`src/rtl/tdm_demux.sv`:
```
// TDM slot demultiplexer: HUNT/LOCK frame alignment, one-cycle latency to per-channel fields.
// Define TDM_DEMUX_FRAME_BUF_EN for atomic whole-frame delivery through a shadow buffer.
module tdm_demux #(
  parameter int NCH = 4,
  parameter int W   = 8
) (
  input  logic             clk,
  input  logic             rst,
  input  logic             in_valid,
  input  logic [W-1:0]     in_data,
  input  logic             in_sof,
  output logic [NCH*W-1:0] out_data,
  output logic [NCH-1:0]   out_ch_valid,
  output logic             frame_done,
  output logic             sync_err,
  output logic             locked
);

  localparam int CW = (NCH > 1) ? $clog2(NCH) : 1;
  localparam logic [CW-1:0] LAST = CW'(NCH - 1);

  typedef enum logic {
    HUNT = 1'b0,
    LOCK = 1'b1
  } state_t;

  state_t        state;
  logic [CW-1:0] cnt;

  logic          take;
  logic          bad;
  logic          drop;
  logic          is_last;
  logic [CW-1:0] slot;

  // Handshake: in_valid alone qualifies in_data/in_sof; there is no backpressure,
  // so every valid word is consumed (routed or discarded) in the cycle it is presented.
  always_comb begin
    take = 1'b0;
    bad  = 1'b0;
    drop = 1'b0;
    slot = '0;
    if (in_valid) begin
      if (in_sof) begin
        take = 1'b1;
        bad  = (state == LOCK) && (cnt != '0);
      end else if (state == LOCK) begin
        if (cnt == '0) begin
          bad  = 1'b1;
          drop = 1'b1;
        end else begin
          take = 1'b1;
          slot = cnt;
        end
      end
    end
    is_last = take && (slot == LAST);
  end

  assign locked = (state == LOCK);

`ifdef TDM_DEMUX_FRAME_BUF_EN
  // Slots 0..NCH-2 wait here; the last slot word is merged straight into out_data.
  logic [(NCH-1)*W-1:0] shadow;
`endif

  always_ff @(posedge clk) begin
    if (rst) begin
      state        <= HUNT;
      cnt          <= '0;
      out_data     <= '0;
      out_ch_valid <= '0;
      frame_done   <= 1'b0;
      sync_err     <= 1'b0;
`ifdef TDM_DEMUX_FRAME_BUF_EN
      shadow       <= '0;
`endif
    end else begin
      out_ch_valid <= '0;
      frame_done   <= is_last;
      sync_err     <= bad;
      if (take) begin
        state <= LOCK;
        cnt   <= is_last ? '0 : slot + CW'(1);
`ifdef TDM_DEMUX_FRAME_BUF_EN
        if (is_last) begin
          out_data     <= {in_data, shadow};
          out_ch_valid <= '1;
        end else begin
          shadow[int'(slot)*W +: W] <= in_data;
        end
`else
        out_data[int'(slot)*W +: W] <= in_data;
        out_ch_valid                <= NCH'(1) << slot;
`endif
      end else if (drop) begin
        state <= HUNT;
        cnt   <= '0;
      end
    end
  end

endmodule
```
`config.mk`:
```
export PLATFORM = sky130hd
export DESIGN_NAME = tdm_demux
export DESIGN_NICKNAME = d
export VERILOG_FILES = /design/src/rtl/tdm_demux.sv
export SDC_FILE = /design/constraint.sdc
export NUM_CORES = 1
export LEC_CHECK = 0
export ABC_AREA = 1
export BUFFER_PORTS_ARGS = -buffer_cell sky130_fd_sc_hd__buf_2
export CAP_MARGIN = 20
export CORE_MARGIN = 5
export CORE_UTILIZATION = 48
export CTS_CLUSTER_SIZE = 40
export DETAILED_ROUTE_END_ITERATION = 12
export PLACE_DENSITY = 0.74
export SLEW_MARGIN = 30
export SYNTH_ARGS = -nofsm -noshare
export SYNTH_HDL_FRONTEND = slang
export SYNTH_SLANG_ARGS = --single-unit
```
`constraint.sdc`:
```
create_clock -name clk -period 5.05 [get_ports clk]
set_input_delay 0.505 -clock clk [delete_from_list [all_inputs] [get_ports clk]]
set_output_delay 0.505 -clock clk [all_outputs]
set_load 0.01 [all_outputs]
```
==> reports/qor.txt, run 1 <==
Status: finished, final reports clean
CP startpoint kind: register
Top cell type by total area after synthesis: sky130_fd_sc_hd__dfxtp_1
CP Capture Type: register
Buffers added on ports: 50
Number of antenna violations at the first check in global routing: 0
Clk_lat worst skew: 280 ps
CTS tree: done
Util after Layout: 0.5919
Largest fanout on the critical path: 10
Most common cell after layout, fill and taps aside: sky130_fd_sc_hd__nor2_1
Sum of net half-perimeters after detailed placement: 3181 um
Setup TNS Final: 0 ps
Hold Path Class: reg -> reg
Overflow left after global routing: 0
Ratio of final minimum period to clock period: 0.4480
Post-Syn Nets: 276
Number of global-route vias before repair: 1648
Row count: 22
Remaining antenna violation count: 0
Cell chosen for the clock root: sky130_fd_sc_hd__clkbuf_8
Number of H-tree branching levels: 2
Post-Syn Area per Cell: 7.295 um2
Unrepaired setup endpoints after global routing: no
Synthesis-to-layout area growth: 16.82%
Net count, final: 324
Top library cells by usage in the layout, fill and taps aside: sky130_fd_sc_hd__nor2_1, sky130_fd_sc_hd__buf_2, sky130_fd_sc_hd__nand2_1
Gpl congestion: 0.9488
Top-level port count: 51
Vias per std cell: 4.930
Share of Yosys cell area claimed by the top area cell type: 0.4327
Cells after synthesis: 260
Fin Hold WS: 458.5 ps
Worst Path Required: 5270 ps
Multi-input gate area in the final layout: 898.4 um2
Share of final-layout standard cells stronger than drive strength 1: 0.2654
Core Footprint: 0.003744 mm2
Global Route Usage Sum: 0.1685
FILL cells: 401
Post-cts gate resize count: 0
Diode count: 0
Register area: 820.8 um2
Max transition margin: 0.7041
Setup ws final: 2787 ps
Post-cts hold buffer count: 0
Count of unique library cells instantiated by Yosys: 24
Buffer count from post-CTS setup fixing: 0
Endpoint arrival time on the critical path: 2480 ps
X dimension of the die: 72.86 um
CTS Buf Count: 5
Maximum number of pins on one net before global-route repair: 24
Least-Margin Pin Slew: 443.4 ps
Via count: 1760
First-pass GRT wire length: 7100 um
Achievable clock frequency: 442.0 MHz
Standby leakage power: 1.089 nW
Total power divided by cell area: 259.4 mW/mm2
Total wirelength of the detailed-routed design: 4103 um
Slew Limit Fails: 0
Initial cell density of the core: 0.5067
Layout Skew: 6.775 ps
1st-iter DRT viols: 116
Number of max-cap violations: 0
Kind of critical path: reg -> reg
WL/cell: 11.49 um
Top cells by area, synth: sky130_fd_sc_hd__dfxtp_1, sky130_fd_sc_hd__nor2_1, sky130_fd_sc_hd__nand2_1
Register area share after synthesis: 0.4327
# clock sinks: 41
Vertical die dimension: 72.86 um
Max rail drop VDD: 0.1706 mV
Post-layout total power: 0.5748 mW
Number of setup violations in the final report: 0
Shortest period the worst path allows: 2263 ps
Number of hold violations in the final report: 0
Total die area: 0.005309 mm2
Max Root-Sink Buffers: 2
Syn. warnings: 0
Post-synthesis register bit count: 41
DRC: 0
Area of the mapped netlist: 0.001897 mm2
Worst slack, placed: 2550 ps
Clock-pin slew of the registers on the worst-case setup and hold paths: 80 ps
Router iterations before antenna repair: 4
-- cell families after synthesis --
family	share of synthesized area
flip-flops	0.4327
AND/OR/NAND/NOR	0.3780
adder cells (fa/ha/maj)	0.02639
buffers and inverters	0.09367
AO/OA/AOI/OAI	0.06926
-- power breakdown --
part           internal, mW  switching [mW]  total (mW)
Sequential            0.328         0.00311       0.331
Clock                0.0957           0.105       0.200
Combinational        0.0138          0.0299      0.0437
Total                 0.437           0.138       0.575
-- cells in the mapped netlist --
| cell type | instances |
|---|---|
| sky130_fd_sc_hd__o22ai_1 | 1 |
| sky130_fd_sc_hd__buf_4 | 1 |
| sky130_fd_sc_hd__a22oi_1 | 8 |
| sky130_fd_sc_hd__buf_2 | 2 |
| sky130_fd_sc_hd__buf_6 | 3 |
| sky130_fd_sc_hd__inv_4 | 1 |
| sky130_fd_sc_hd__nand3b_1 | 1 |
| sky130_fd_sc_hd__ha_1 | 4 |
| sky130_fd_sc_hd__nor2_8 | 1 |
| sky130_fd_sc_hd__clkbuf_1 | 2 |
| sky130_fd_sc_hd__buf_8 | 1 |
| sky130_fd_sc_hd__o21ai_0 | 2 |
| sky130_fd_sc_hd__nand2_4 | 2 |
| sky130_fd_sc_hd__nand3_2 | 3 |
| sky130_fd_sc_hd__nand2_2 | 5 |
| sky130_fd_sc_hd__nand3_1 | 27 |
| sky130_fd_sc_hd__dfxtp_1 | 41 |
| sky130_fd_sc_hd__a21oi_1 | 11 |
| sky130_fd_sc_hd__nor2_2 | 7 |
| sky130_fd_sc_hd__inv_1 | 20 |
| sky130_fd_sc_hd__nand2_1 | 46 |
| sky130_fd_sc_hd__inv_2 | 6 |
| sky130_fd_sc_hd__nor2_1 | 57 |
| sky130_fd_sc_hd__nor3_1 | 8 |
-- path summary, 6_finish.rpt --
check                            start                   endpoint  slack (ps)  depth (start not counted)
max                locked$_SDFFE_PP0P_  out_data[22]$_SDFFE_PP0P_        2790                         10
min reg2reg  out_data[18]$_SDFFE_PP0P_  out_data[18]$_SDFFE_PP0P_         460                          2
max reg2reg        locked$_SDFFE_PP0P_  out_data[22]$_SDFFE_PP0P_        2790                         10
min          out_data[18]$_SDFFE_PP0P_  out_data[18]$_SDFFE_PP0P_         460                          2
-- state kept, by name, summed over array words and instances (netlist names) --
register	count
out_ch_valid	4
frame_done	1
locked	1
out_data	32
cnt	2
sync_err	1
-- worst max-delay path, cell delays in order, from the launching register on --
cell and delay [ps]:
sky130_fd_sc_hd__dfxtp_1 420, sky130_fd_sc_hd__nand2_2 140, sky130_fd_sc_hd__nor2_1 150, sky130_fd_sc_hd__inv_1 70
sky130_fd_sc_hd__nor2_1 190, sky130_fd_sc_hd__inv_1 90, sky130_fd_sc_hd__ha_1 450, sky130_fd_sc_hd__nand2_2 180
sky130_fd_sc_hd__nor3_1 250, sky130_fd_sc_hd__nand3_2 100, sky130_fd_sc_hd__a21oi_1 150
-- layer usage --
metal | vias up | track usage | wire length, um
met5 | - | 0 | 0
met4 | 0 | 0.06762 | 85
met3 | 9 | 0.03857 | 305
met2 | 55 | 0.2645 | 1742
met1 | 778 | 0.2227 | 1971
li1 | 918 | - | -
-- layout make-up --
class,count,area share
tap,48,0.02710
multi-input combinational,183,0.4054
inverter,27,0.04687
sequential,41,0.3704
clock inverter,2,0.004517
timing repair buffer,50,0.1129
clock buffer,6,0.03275
-- per-stage QoR --
stage          cells  area [um2]
6_report         357        2216
5_1_grt          357        2216
4_1_cts          357        2216
3_5_place_dp     349        2133
3_3_place_gp     349        2133
2_1_floorplan    260        1897
Power figures use the tool's default switching activity.
==> run 2, diff against run 1 <==
--- a/config.mk
+++ b/config.mk
@@ -9,10 +9,10 @@
 export BUFFER_PORTS_ARGS = -buffer_cell sky130_fd_sc_hd__buf_2
 export CAP_MARGIN = 20
 export CORE_MARGIN = 5
-export CORE_UTILIZATION = 48
+export CORE_UTILIZATION = 47
 export CTS_CLUSTER_SIZE = 40
 export DETAILED_ROUTE_END_ITERATION = 12
-export PLACE_DENSITY = 0.74
+export PLACE_DENSITY = 0.75
 export SLEW_MARGIN = 30
 export SYNTH_ARGS = -nofsm -noshare
 export SYNTH_HDL_FRONTEND = slang
==> constraint.sdc (replaced) <==
create_clock -name clk -period 2 [get_ports clk]
set_input_delay 0.2 -clock clk [delete_from_list [all_inputs] [get_ports clk]]
set_output_delay 0.2 -clock clk [all_outputs]
set_load 0.01 [all_outputs]
==> run 2 against run 1 <==
Compared with the run above:
- via count up 1.5%
- clock-buffer cell count up 1
- sequential share of layout area down 2.1 points
- critical path depth unchanged
- highest routed layer unchanged
==> reports/qor.txt, run 2 (synthesis gave the netlist of run 1 again) <==
1st-iter DRT viols: 86 (-26%)
Row count: 23 (+4.5%)
Cell chosen for the clock root: sky130_fd_sc_hd__clkbuf_8
Overflow left after global routing: 0 (unchanged)
Reg-to-reg setup timing slack: 180 ps (-2600 ps)
First-pass GRT wire length: 7141 um (+0.58%)
Gpl congestion: 0.9197 (-3.1%)
FILL cells: 373 (-7.0%)
Total power divided by cell area: 692.0 mW/mm2 (+170%)
Number of hold violations in the final report: 0 (unchanged)
Largest fanout on the critical path: 10 (unchanged)
CP startpoint kind: register
Most common cell after layout, fill and taps aside: sky130_fd_sc_hd__nor2_1
Clock-pin slew of the registers on the worst-case setup and hold paths: 70 ps (about the same)
Maximum number of pins on one net before global-route repair: 23 (-4.2%)
Shortest period the worst path allows: 1815 ps (-447.5 ps)
Status: finished, final reports clean
Router iterations before antenna repair: 4 (unchanged)
Vias per std cell: 4.866 (-1.3%)
Endpoint arrival time on the critical path: 2040 ps (-440 ps)
Number of setup violations in the final report: 0 (unchanged)
Via count: 1786 (+1.5%)
DP Cell Count: 359 (+2.9%)
Global Route Usage Sum: 0.1693 (+0.0007859)
Fin Hold WS: 238.6 ps (-219.9 ps)
Clk_lat worst skew: 290 ps (about the same)
Diode count: 0 (unchanged)
Buffers added on ports: 50 (unchanged)
Number of antenna violations at the first check in global routing: 0 (unchanged)
Max Root-Sink Buffers: 2 (unchanged)
Least-Margin Pin Slew: 518.3 ps (+74.91 ps)
Vertical die dimension: 73.53 um (+0.91%)
Register area: 820.8 um2 (unchanged)
Total die area: 0.005406 mm2 (+1.8%)
CTS tree: done
Synthesis-to-layout area growth: 24.01%
Share of final-layout standard cells stronger than drive strength 1: 0.2997 (+0.03431)
Net count, final: 332 (+2.5%)
Max transition margin: 0.6541 (-0.04999)
Standby leakage power: 1.160 nW (+6.5%)
Post-cts hold buffer count: 0 (unchanged)
Core Footprint: 0.003943 mm2 (+5.3%)
Achievable clock frequency: 550.9 MHz (+25%)
CP Capture Type: register
Hold Path Class: in -> reg
Most flop-heavy register: out_data
# clock sinks: 41 (unchanged)
DRC: 0 (unchanged)
Worst Path Required: 2230 ps (-3040 ps)
Number of global-route vias before repair: 1614 (-2.1%)
Sum of net half-perimeters after detailed placement: 3296 um (+3.6%)
Number of H-tree branching levels: 2 (unchanged)
Total wirelength of the detailed-routed design: 4293 um (+4.6%)
Ratio of final minimum period to clock period: 0.9075 (+0.4595)
CTS Buf Count: 5 (unchanged)
Top-level port count: 51 (unchanged)
Number of flip-flops in the largest register: 32 (unchanged)
X dimension of the die: 73.53 um (+0.91%)
Finished Layout Cells: 367 (+2.8%)
Kind of critical path: reg -> reg
Number of max-cap violations: 0 (unchanged)
WL/cell: 11.70 um (+1.8%)
Max rail drop VDD: 0.3613 mV (+110%)
Largest registers: out_data x32, out_ch_valid x4, cnt x2
Post-layout total power: 1.628 mW (+180%)
Slew Limit Fails: 0 (unchanged)
Multi-input gate area in the final layout: 935.9 um2 (+4.2%)
Remaining antenna violation count: 0 (unchanged)
Top library cells by usage in the layout, fill and taps aside: sky130_fd_sc_hd__nor2_1, sky130_fd_sc_hd__buf_2, sky130_fd_sc_hd__nand2_1
Layout Skew: 6.264 ps (-0.5107 ps)
Buffer count from post-CTS setup fixing: 0 (unchanged)
Initial cell density of the core: 0.4811 (-0.02557)
run 2: layer usage:
| layer | vias to the layer above | global-route usage | part of all wire |
|---|---|---|---|
| met5 | - | 0 | 0 |
| met4 | 0 | 0.05634 | 0.010 |
| met3 | 7 | 0.05609 | 0.078 |
| met2 | 51 | 0.2579 | 0.44 |
| met1 | 788 | 0.2246 | 0.47 |
| li1 | 940 | - | - |
run 2: worst max-delay path, cell delays in order (launching register included):
cell	delay, ps
sky130_fd_sc_hd__dfxtp_1	350
sky130_fd_sc_hd__inv_1	70
sky130_fd_sc_hd__nor2_1	140
sky130_fd_sc_hd__inv_1	70
sky130_fd_sc_hd__nor2_1	130
sky130_fd_sc_hd__inv_1	110
sky130_fd_sc_hd__ha_4	340
sky130_fd_sc_hd__nand2_4	110
sky130_fd_sc_hd__nor3_1	190
sky130_fd_sc_hd__nand3_1	100
sky130_fd_sc_hd__a21oi_1	150
run 2: worst paths after layout:
check,from,to,depth (start not counted)
max reg2reg,cnt[1]$_SDFFE_PP0P_,out_data[21]$_SDFFE_PP0P_,10
max,cnt[1]$_SDFFE_PP0P_,out_data[21]$_SDFFE_PP0P_,10
min,in_valid,sync_err$_SDFF_PP0_,3
min reg2reg,out_data[20]$_SDFFE_PP0P_,out_data[20]$_SDFFE_PP0P_,2
run 2: layout make-up:
cell class / count / area share
Sequential cell: 41 / 0.3489
Tap cell: 50 / 0.02660
Timing Repair Buffer: 58 / 0.1319
Inverter: 27 / 0.04521
Clock buffer: 7 / 0.03670
Clock inverter: 1 / 0.01277
Multi-Input combinational cell: 183 / 0.3979
run 2: power by group:
part / internal [mW] / leakage, nW / switching (mW) / total (mW)
Clock: 0.407 / 0.0585 / 0.268 / 0.674
Sequential: 0.827 / 0.332 / 0.00701 / 0.834
Combinational: 0.0392 / 0.769 / 0.0797 / 0.119
run 2: what timing repair did:
| item | CTS | global route |
|---|---|---|
| gates resized for setup | 0 | 8 |
| hold endpoints to repair | 0 | 0 |
| setup endpoints to repair | 0 | 24 |
run 2: metrics by stage:
stage | utilization | setup TNS [ps] | setup slack (ps) | area (um2)
2_1_floorplan | - | 0 | 21.94 | 1897
3_3_place_gp | 0.5570 | 0 | 44.72 | 2196
3_5_place_dp | 0.5570 | -26.09 | -16.12 | 2196
4_1_cts | 0.5865 | 0 | 1.068 | 2312
5_1_grt | 0.5966 | -2.065 | -2.065 | 2352
6_report | 0.5966 | 0 | 184.9 | 2352
==> run 3, diff against run 2 <==
==> config.mk (replaced) <==
export PLATFORM = sky130hd
export DESIGN_NAME = tdm_demux
export DESIGN_NICKNAME = d
export VERILOG_FILES = /design/src/rtl/tdm_demux.sv
export SDC_FILE = /design/constraint.sdc
export NUM_CORES = 1
export LEC_CHECK = 0
export ABC_AREA = 1
export CAP_MARGIN = 20
export CORE_MARGIN = 5
export CORE_UTILIZATION = 48
export CTS_CLUSTER_SIZE = 40
export DETAILED_ROUTE_END_ITERATION = 12
export DONT_BUFFER_PORTS = 1
export PLACE_DENSITY = 0.65
export SLEW_MARGIN = 30
export SYNTH_ARGS = -nofsm -noshare
export SYNTH_HDL_FRONTEND = slang
export SYNTH_SLANG_ARGS = --single-unit
export TNS_END_PERCENT = 10
==> constraint.sdc (replaced) <==
create_clock -name clk -period 2 [get_ports clk]
set_input_delay 0.2 -clock clk [delete_from_list [all_inputs] [get_ports clk]]
set_output_delay 0.2 -clock clk [all_outputs]
set_load 0.02 [all_outputs]
==> run 3 against run 2 <==
Compared with the run above:
- final area decreased by 12%
- worst hold slack got worse by 210 ps
- die area is 1.8% lower
- maximum frequency about the same
- cell count fell by 14%
- register-to-register slack barely moved
- first-iteration DRC count fell by 8.1%
- largest cell class unchanged
==> reports/qor.txt, run 3 (synthesis gave the netlist of run 1 again) <==
Status: finished, final reports clean
Vertical die dimension: 72.86 um (-0.90%)
Hold Path Class: in -> reg
Final standard cell area without fillers: 0.002061 mm2 (-12%)
Max Root-Sink Buffers: 2 (unchanged)
Net count, final: 282 (-15%)
# clock sinks: 41 (unchanged)
Via count: 1612 (-9.7%)
Gpl congestion: 0.9102 (-1.0%)
Synthesis-to-layout area growth: 8.641%
Setup TNS Final: 0 ps (unchanged)
FILL cells: 401 (+7.5%)
Largest fanout on the critical path: 10 (unchanged)
Util after Layout: 0.5505 (-0.04617)
Total die area: 0.005309 mm2 (-1.8%)
Most common cell after layout, fill and taps aside: sky130_fd_sc_hd__nor2_1
Kind of critical path: reg -> reg
Clk_lat worst skew: 290 ps (about the same)
Slew Limit Fails: 0 (unchanged)
CTS tree: done
Initial cell density of the core: 0.5067 (+0.02557)
1st-iter DRT viols: 79 (-8.1%)
DRC: 0 (unchanged)
Shortest period the worst path allows: 1817 ps (+1.648 ps)
Multi-input gate area in the final layout: 924.6 um2 (-1.2%)
Maximum number of pins on one net before global-route repair: 22 (-4.3%)
WL/cell: 13.29 um (+14%)
Row count: 22 (-4.3%)
Number of global-route vias before repair: 1475 (-8.6%)
Share of final-layout standard cells stronger than drive strength 1: 0.1610 (-0.1386)
CTS Buf Count: 5 (unchanged)
Top library cells by usage in the layout, fill and taps aside: sky130_fd_sc_hd__nor2_1, sky130_fd_sc_hd__nand2_1, sky130_fd_sc_hd__dfxtp_1
Overflow left after global routing: 0 (unchanged)
Max transition margin: 0.4784 (-0.1757)
Number of antenna violations at the first check in global routing: 0 (unchanged)
Total wirelength of the detailed-routed design: 4187 um (-2.5%)
Number of hold violations in the final report: 0 (unchanged)
CP Capture Type: register
Vias per std cell: 5.117 (+5.2%)
Total power divided by cell area: 700.6 mW/mm2 (+1.2%)
Global Route Usage Sum: 0.1644 (-0.004883)
X dimension of the die: 72.86 um (-0.90%)
First-pass GRT wire length: 6706 um (-6.1%)
Endpoint arrival time on the critical path: 2030 ps (about the same)
Buffers added on ports: 0 (-100%)
Achievable clock frequency: 550.4 MHz (about the same)
Largest registers: out_data x32, out_ch_valid x4, cnt x2
Diode count: 0 (unchanged)
Core Footprint: 0.003744 mm2 (-5.0%)
Most flop-heavy register: out_data
Register area: 822.0 um2 (+0.15%)
Placed inst area: 0.001937 mm2 (-12%)
Router iterations before antenna repair: 5 (+1)
Ratio of final minimum period to clock period: 0.9084 (about the same)
Least-Margin Pin Slew: 779.8 ps (+261.6 ps)
Layout Skew: 3.813 ps (-2.451 ps)
Worst Path Required: 2220 ps (about the same)
Cell chosen for the clock root: sky130_fd_sc_hd__clkbuf_8
Number of max-cap violations: 0 (unchanged)
Remaining antenna violation count: 0 (unchanged)
CP startpoint kind: register
Sum of net half-perimeters after detailed placement: 3116 um (-5.5%)
Standby leakage power: 0.8865 nW (-24%)
Clock-pin slew of the registers on the worst-case setup and hold paths: 70 ps (about the same)
Max rail drop VDD: 0.4221 mV (+17%)
Number of H-tree branching levels: 2 (unchanged)
Finished Layout Cells: 315 (-14%)
Top-level port count: 51 (unchanged)
DP Cell Count: 306 (-15%)
Number of flip-flops in the largest register: 32 (unchanged)
Number of setup violations in the final report: 0 (unchanged)
==> run 3: changes by cell type in the layout (fill, tap and decap cells not counted), moves of 2 or more <==
cell | before | now
sky130_fd_sc_hd__nor3_2 | 4 | 1
sky130_fd_sc_hd__buf_2 | 50 | 0
sky130_fd_sc_hd__clkinv_2 | 0 | 2
sky130_fd_sc_hd__nor3_1 | 4 | 7
==> run 3: critical path, cell delays in order (launching register included) <==
cell and delay [ps]:
sky130_fd_sc_hd__dfxtp_1 340, sky130_fd_sc_hd__inv_1 50, sky130_fd_sc_hd__nor2_1 130, sky130_fd_sc_hd__inv_1 70
sky130_fd_sc_hd__nor2_1 130, sky130_fd_sc_hd__inv_1 100, sky130_fd_sc_hd__ha_4 340, sky130_fd_sc_hd__nand2_4 100
sky130_fd_sc_hd__nor3_1 220, sky130_fd_sc_hd__nand3_2 100, sky130_fd_sc_hd__a21oi_1 150
==> run 3: stage by stage <==
step | hold slack [ps] | worst slack (ps) | power, mW
global placement | 263.9 | 93.20 | 0.9459
finish | 28.48 | 183.3 | 1.444
global route | 44.64 | -4.357 | 1.517
detailed placement | 266.2 | 47.95 | 0.9468
floorplan | 269.1 | 54.59 | 0.9392
CTS | 25.22 | 7.368 | 1.459
==> run 3: where the power goes <==
group          internal (mW)  switching (mW)
registers              0.828          0.0202
logic                 0.0268          0.0617
clock network          0.242           0.266
==> run 3: final timing paths <==
| path | start | end | slack [ps] | depth (start not counted) |
|---|---|---|---|---|
| max | cnt[1]$_SDFFE_PP0P_ | out_data[18]$_SDFFE_PP0P_ | 180 | 10 |
| min | in_valid | sync_err$_SDFF_PP0_ | 30 | 2 |
| max reg2reg | cnt[1]$_SDFFE_PP0P_ | out_data[18]$_SDFFE_PP0P_ | 180 | 10 |
| min reg2reg | cnt[1]$_SDFFE_PP0P_ | cnt[1]$_SDFFE_PP0P_ | 480 | 2 |
==> run 3: layout make-up <==
cell class | count | share of cell area
Multi-Input combinational cell | 183 | 0.4487
Sequential cell | 41 | 0.3989
Inverter | 27 | 0.05282
Clock buffer | 6 | 0.03522
Timing Repair Buffer | 8 | 0.03036
Tap cell | 48 | 0.02914
Clock inverter | 2 | 0.004857
==> run 3: metal layers <==
layer  GRT usage  part of all wire
met1      0.1855              0.42
met3     0.09229              0.11
met2      0.2605              0.45
met5           0                 0
met4     0.05738             0.014
==> run 3: what timing repair did <==
item                       in CTS  in global routing
buffers inserted                0                  0
hold endpoints to repair       21                  0
hold buffers                    1                  0
resized for setup               0                  7
setup endpoints to repair       0                 23
